==> src/rtl/mem_dispatcher_write.sv <==
// Streams WORDS_TO_WRITE line-buffer words into the MCB write FIFO in bursts of up to FIFO_LENGTH words.
// Optional build macro MEM_DISPATCHER_WRITE_DONE_EN adds a one-cycle write_done pulse at transfer end.
module mem_dispatcher_write #(
   parameter int FIFO_LENGTH    = 64,
   parameter int WORDS_TO_WRITE = 640,
   parameter int BUFF_ADDR_BITS = 10
) (
   input  logic                      clk,
   input  logic                      reset_n,
   input  logic                      os_start,
   input  logic [29:0]               init_mem_addr,
   output logic                      busy_write_unit,
   output logic                      data_in__re,
   output logic [BUFF_ADDR_BITS-1:0] data_in__addr,
   input  logic [31:0]               data_in,
   input  logic                      mem_calib_done,
   output logic                      port_cmd_en,
   output logic [2:0]                port_cmd_instr,
   output logic [5:0]                port_cmd_bl,
   output logic [29:0]               port_cmd_byte_addr,
   output logic                      port_wr_en,
   output logic [31:0]               port_wr_data,
   input  logic                      port_wr_full,
`ifdef MEM_DISPATCHER_WRITE_DONE_EN
   output logic                      write_done,
`endif
   input  logic                      port_wr_empty
);

   localparam int WL_W = $clog2(WORDS_TO_WRITE + 1);

   typedef enum logic [1:0] {S_IDLE, S_WAIT_EMPTY, S_FILL, S_CMD} state_t;

   state_t                    state, state_nx;
   logic [29:0]               addr_q;
   logic [WL_W-1:0]           words_left;
   logic [6:0]                burst_len;
   logic [6:0]                rd_cnt;
   logic [6:0]                wr_cnt;
   logic [BUFF_ADDR_BITS-1:0] buf_addr;
   logic                      rd_pend;
   logic                      skid_valid;
   logic [31:0]               skid_data;

   logic start_ok, rd_issue, wr_fire, last_wr, last_burst;

   // A read is only issued while the FIFO has room, so at most one word is ever in flight
   // when full rises; that single word lands in the skid register.
   assign start_ok   = os_start & mem_calib_done;
   assign rd_issue   = (state == S_FILL) && (rd_cnt != burst_len) && !port_wr_full;
   assign wr_fire    = (rd_pend | skid_valid) & ~port_wr_full;
   assign last_wr    = (state == S_FILL) && wr_fire && (wr_cnt == burst_len - 7'd1);
   assign last_burst = (32'(words_left) == 32'(burst_len));

   always_ff @(posedge clk) begin
      if (!reset_n) state <= S_IDLE;
      else          state <= state_nx;
   end

   always_comb begin
      state_nx = state;
      case (state)
         S_IDLE:       if (start_ok)      state_nx = S_WAIT_EMPTY;
         S_WAIT_EMPTY: if (port_wr_empty) state_nx = S_FILL;
         S_FILL:       if (last_wr)       state_nx = S_CMD;
         S_CMD:        state_nx = last_burst ? S_IDLE : S_WAIT_EMPTY;
         default:      state_nx = S_IDLE;
      endcase
   end

   always_comb begin
      busy_write_unit    = (state != S_IDLE);
      data_in__re        = rd_issue;
      data_in__addr      = buf_addr;
      port_cmd_en        = (state == S_CMD);
      port_cmd_instr     = 3'b000;
      port_cmd_bl        = 6'd0;
      port_cmd_byte_addr = 30'd0;
      if (state == S_CMD) begin
         port_cmd_bl        = 6'(burst_len - 7'd1);
         port_cmd_byte_addr = addr_q;
      end
      port_wr_en   = wr_fire;
      port_wr_data = 32'd0;
      if (wr_fire) port_wr_data = skid_valid ? skid_data : data_in;
   end

   always_ff @(posedge clk) begin
      if (!reset_n) begin
         addr_q     <= 30'd0;
         words_left <= '0;
         burst_len  <= 7'd0;
         rd_cnt     <= 7'd0;
         wr_cnt     <= 7'd0;
         buf_addr   <= '0;
         rd_pend    <= 1'b0;
         skid_valid <= 1'b0;
         skid_data  <= 32'd0;
      end else begin
         rd_pend <= rd_issue;
         if (rd_pend && port_wr_full) begin
            skid_valid <= 1'b1;
            skid_data  <= data_in;
         end else if (skid_valid && !port_wr_full) begin
            skid_valid <= 1'b0;
         end
         if (rd_issue) begin
            buf_addr <= buf_addr + BUFF_ADDR_BITS'(1);
            rd_cnt   <= rd_cnt + 7'd1;
         end
         if (wr_fire) wr_cnt <= wr_cnt + 7'd1;
         case (state)
            S_IDLE: if (start_ok) begin
               addr_q     <= init_mem_addr;
               words_left <= WL_W'(WORDS_TO_WRITE);
               buf_addr   <= '0;
            end
            S_WAIT_EMPTY: if (port_wr_empty) begin
               if (32'(words_left) >= FIFO_LENGTH) burst_len <= 7'(FIFO_LENGTH);
               else                                burst_len <= 7'(words_left);
               rd_cnt <= 7'd0;
               wr_cnt <= 7'd0;
            end
            S_CMD: begin
               addr_q     <= addr_q + {21'd0, burst_len, 2'b00};
               words_left <= words_left - WL_W'(burst_len);
            end
            default: ;
         endcase
      end
   end

`ifdef MEM_DISPATCHER_WRITE_DONE_EN
   // Registered so the pulse lines up with the cycle busy_write_unit drops.
   always_ff @(posedge clk) begin
      if (!reset_n) write_done <= 1'b0;
      else          write_done <= (state == S_CMD) && last_burst;
   end
`endif

endmodule

==> config.mk <==
export PLATFORM = sky130hd
export DESIGN_NAME = mem_dispatcher_write
export DESIGN_NICKNAME = d
export VERILOG_FILES = /design/src/rtl/mem_dispatcher_write.sv
export SDC_FILE = /design/constraint.sdc
export NUM_CORES = 1
export LEC_CHECK = 0
export CORE_ASPECT_RATIO = 0.75
export CORE_UTILIZATION = 50
export DETAILED_ROUTE_END_ITERATION = 10
export GPL_ROUTABILITY_DRIVEN = 0
export PLACE_DENSITY = 0.81
export SYNTH_ARGS = -nofsm -noshare
export SYNTH_HDL_FRONTEND = slang
export SYNTH_SLANG_ARGS = --single-unit
==> constraint.sdc <==
create_clock -name clk -period 3.4 [get_ports clk]
set_input_delay 1.02 -clock clk [delete_from_list [all_inputs] [get_ports clk]]
set_output_delay 1.02 -clock clk [all_outputs]
set_load 0.05 [all_outputs]
==> run summary <==
CP Capture Type = output port
worst skew pair latency = 0.35 ns
summed area of non-filler cells in the final layout = 8982 sq um
horizontal die dimension = 131.0 um
clock-pin slew on the worst setup and hold paths = 0.07 ns
maximum number of pins on one net before global-route repair = 43
vias in the first global route = 5946
via count = 6357
Storage cell area = 2143 sq um
Post-synth EDFFs = 0
final cycle utilization of the critical path = 98.91%
WL/cell = 17.26 um
critical-path cell with the highest stage delay = clkdlybuf4s50_1
peak supply drop = 0.3001 mV
First DRT Iteration DRCs = 654
cell area after technology mapping = 6240 sq um
power per cell area = 379.3 nW/um^2
library cell appearing most often on the critical path = buf_12
count of yosys warnings during synthesis = 0
setup fix buffers added after clock tree synthesis = 0
Worst path max stage delay = 0.43 ns
xor and xnor fraction of the mapped netlist area = 6.457%
mean instance size in the synthesized netlist = 7.898 sq um
Yosys cell types = 72
type of the worst setup path = primary input to output port
simple logic cell fraction of the synthesized area = 26.25%
Max Clk Rate = 0.2974 GHz
worst min-delay path category = flip-flop to flip-flop
setup tns final = 0 ns
number of antenna diodes = 0
RSZ-0062 raised after global routing = no
clk_skew = 0.009669 ns
FFs w/ async S/R, synth = 0%
count of buffers from port buffering = 149
Most used DFF post-synth = dfxtp_1
starting utilization of the core area = 52.57%
relative slew slack = 50.39%
per-cell via count in the routed design = 5.821
portion of the post-synthesis area used by sequential elements = 34.33%
Arrival @ worst endpoint = 2.34 ns
Seq cells post-synth = 107
detailed placer's ending HPWL = 13710 um
proportion of synthesized area in mux cells = 6.116%
shortest period the worst path allows = 3.363 ns
max-cap check violation count = 0
Area growth syn-to-layout = 43.95%
global routing usage summed across all routing layers = 29.46%
clock buffer count from CTS = 9
grt total ovfl = 0
chain of cells forming the critical path = clkdlybuf4s50_1, o21bai_2, buf_12, nor2_1, buf_12
final hold vios = 0
initial antenna violation count = 0
number of rows created at floorplan = 34
htree depth = 3
full die area = 12940 sq um
Adder-Cell Fraction of Synth Area = 5.053%
count of mapped cells out of synthesis = 790
Vert. Die Dim = 98.75 um
LEAKAGE = 0.003302 uW
TritonCTS clock tree = built
Floorplan Core Area = 11870 sq um
share of the synthesized area in compound gates (AO/OA/AOI/OAI) = 17.59%
multi-input logic area = 3856 sq um
sum of routed wire length over all layers = 18850 um
Fillers = 836
fin. max-slew vios = 0
main combinational cell family by area after synthesis = simple AND/OR/NAND/NOR gates
Power, Total = 3407 uW
critical-path maximum fanout = 25
placed standard-cell area = 8641 sq um
status = finished, final reports clean
wire length of the first global-routing pass = 29810 um
proportion of layout cells with a drive suffix above 1 = 13.23%
final count of negative-setup-slack endpoints = 0
count of TritonRoute iterations in the first routing pass = 5
final core utilization = 75.68%
DRC errors left = 0
clock tree root driver cell = clkbuf_16
kind of start point of the critical path = primary input
number of nets in the layout = 1017
critical path data required time = 2.38 ns
number of ports placed on the die boundary = 153
worst hold margin = 0.4546 ns
Clock Sink Count = 107
antenna-violating nets left = 0
largest cells by area after synthesis = dfxtp_1 (34%), nand2_1 (6.9%), mux2i_1 (5.9%), nor2_1 (5.4%), a21oi_1 (5.1%)
portion of synthesized cell area occupied by the leading cell type = 34.33%
Yosys top cell by area = dfxtp_1
deepest clock path buffer count = 2
transition time at the pin with the least slew margin = 0.7363 ns
-- power by group --
part / internal (uW) / leakage (uW) / switching (uW)
sequential: 1320 / 0.000866 / 76.6
combinational: 336 / 0.00227 / 501
clock: 708 / 0.000166 / 467
-- area by class of cell --
type / instances / area share [%]
Clock inverter: 3 / 0.7661
Inverter: 19 / 0.7940
Clock buffer: 13 / 3.009
Timing Repair Buffer: 168 / 26.38
Sequential cell: 107 / 23.86
Multi-Input combinational cell: 620 / 42.93
Tap cell: 162 / 2.257
-- worst paths after layout --
| kind | from | end | slack [ns] | cells after the start |
|---|---|---|---|---|
| worst max-delay path | port_wr_full | port_wr_data[8] | 0.04 | 5 |
| worst max register to register | burst_len[0] | words_left[8] | 0.60 | 9 |
| worst min-delay path | skid_data[9] | skid_data[9] | 0.45 | 2 |
| worst min register to register | skid_data[9] | skid_data[9] | 0.45 | 2 |
-- worst max-delay path, delay by kind of cell --
family | cells | cell delay, ns
AOI/OAI and AO/OA | 1 | 0.27
buffers and inverters | 3 | 0.81
and+or+nand+nor | 1 | 0.22
-- cell families after synthesis --
kind of cell / after synthesis
DFF: 107
xor gates and xnor gates: 46
AOI/OAI and AO/OA: 169
and+or+nand+nor: 340
other: 1
adders and majority gates: 24
buffers and inverters: 65
muxes: 38
-- flip-flops by register name, indices dropped and copies added, names as in the netlist --
register       count
state              2
data_in__addr     10
skid_data         32
addr_q            30
rd_cnt             7
burst_len          7
words_left        10
wr_cnt             7
skid_valid         1
rd_pend            1
-- stage by stage --
stage / setup slack (ns) / cells
after floorplan: 0.1964 / 792
after global placement: 0.1342 / 1076
after detailed placement: 0.03912 / 1076
after CTS: 0.02594 / 1092
after global routing: 0.0008584 / 1092
final: 0.03705 / 1092
-- layout by cell type (no fill, tap or decap), types with 8 or more instances in the layout --
cell type | Yosys | layout
nand2_1 | 114 | 114
mux2i_1 | 37 | 37
dfxtp_1 | 107 | 106
o21ai_0 | 27 | 26
nor2_1 | 90 | 89
xnor2_1 | 17 | 17
buf_12 | 0 | 73
clkdlybuf4s50_1 | 0 | 78
a31oi_1 | 9 | 9
a21oi_1 | 63 | 63
nand4_1 | 19 | 19
nand3_1 | 15 | 15
ha_1 | 22 | 22
buf_4 | 3 | 17
clkbuf_16 | 0 | 9
and2_1 | 37 | 37
xor2_1 | 29 | 29
a21o_1 | 8 | 8
nor3_1 | 18 | 18
and3_1 | 13 | 13
inv_1 | 17 | 17
-- cell usage after synthesis (3+ instances only) --
cell type  number
and3_1         13
xor2_1         29
o211ai_1        4
xnor2_1        17
o31ai_1         3
a311oi_1        3
or3_1           4
a31oi_1         9
nor4_1          4
nand4_1        19
nor2b_1         4
or2_2           3
a222oi_1        3
a22oi_1         6
a21oi_1        63
mux2i_1        37
nand4b_1        3
inv_1          17
clkbuf_1       35
buf_1           5
a211o_1         4
dfxtp_1       107
a21boi_0        3
nor3_1         18
o21a_1          3
nand2_1       114
and2_1         37
buf_2           3
a32oi_1         3
o21ai_0        27
ha_1           22
buf_4           3
o311ai_0        5
a211oi_1        3
nor2_1         90
nand3_1        15
a21o_1          8
-- repair_timing --
| item | 4_1_cts | 5_1_grt |
|---|---|---|
| resized for setup | 0 | 1 |
| setup endpoints to repair | 0 | 1 |
| hold buffers | 0 | 0 |
-- metal layers --
metal | global-route usage, % | wire (um) | vias up
met4 | 8.400 | 309 | 0
met2 | 47.50 | 8563 | 306
met1 | 39.00 | 8068 | 2956
li1 | - | - | 3060
met3 | 7.166 | 1909 | 35
met5 | 0 | 0 | -
Power figures use the tool's default switching activity.
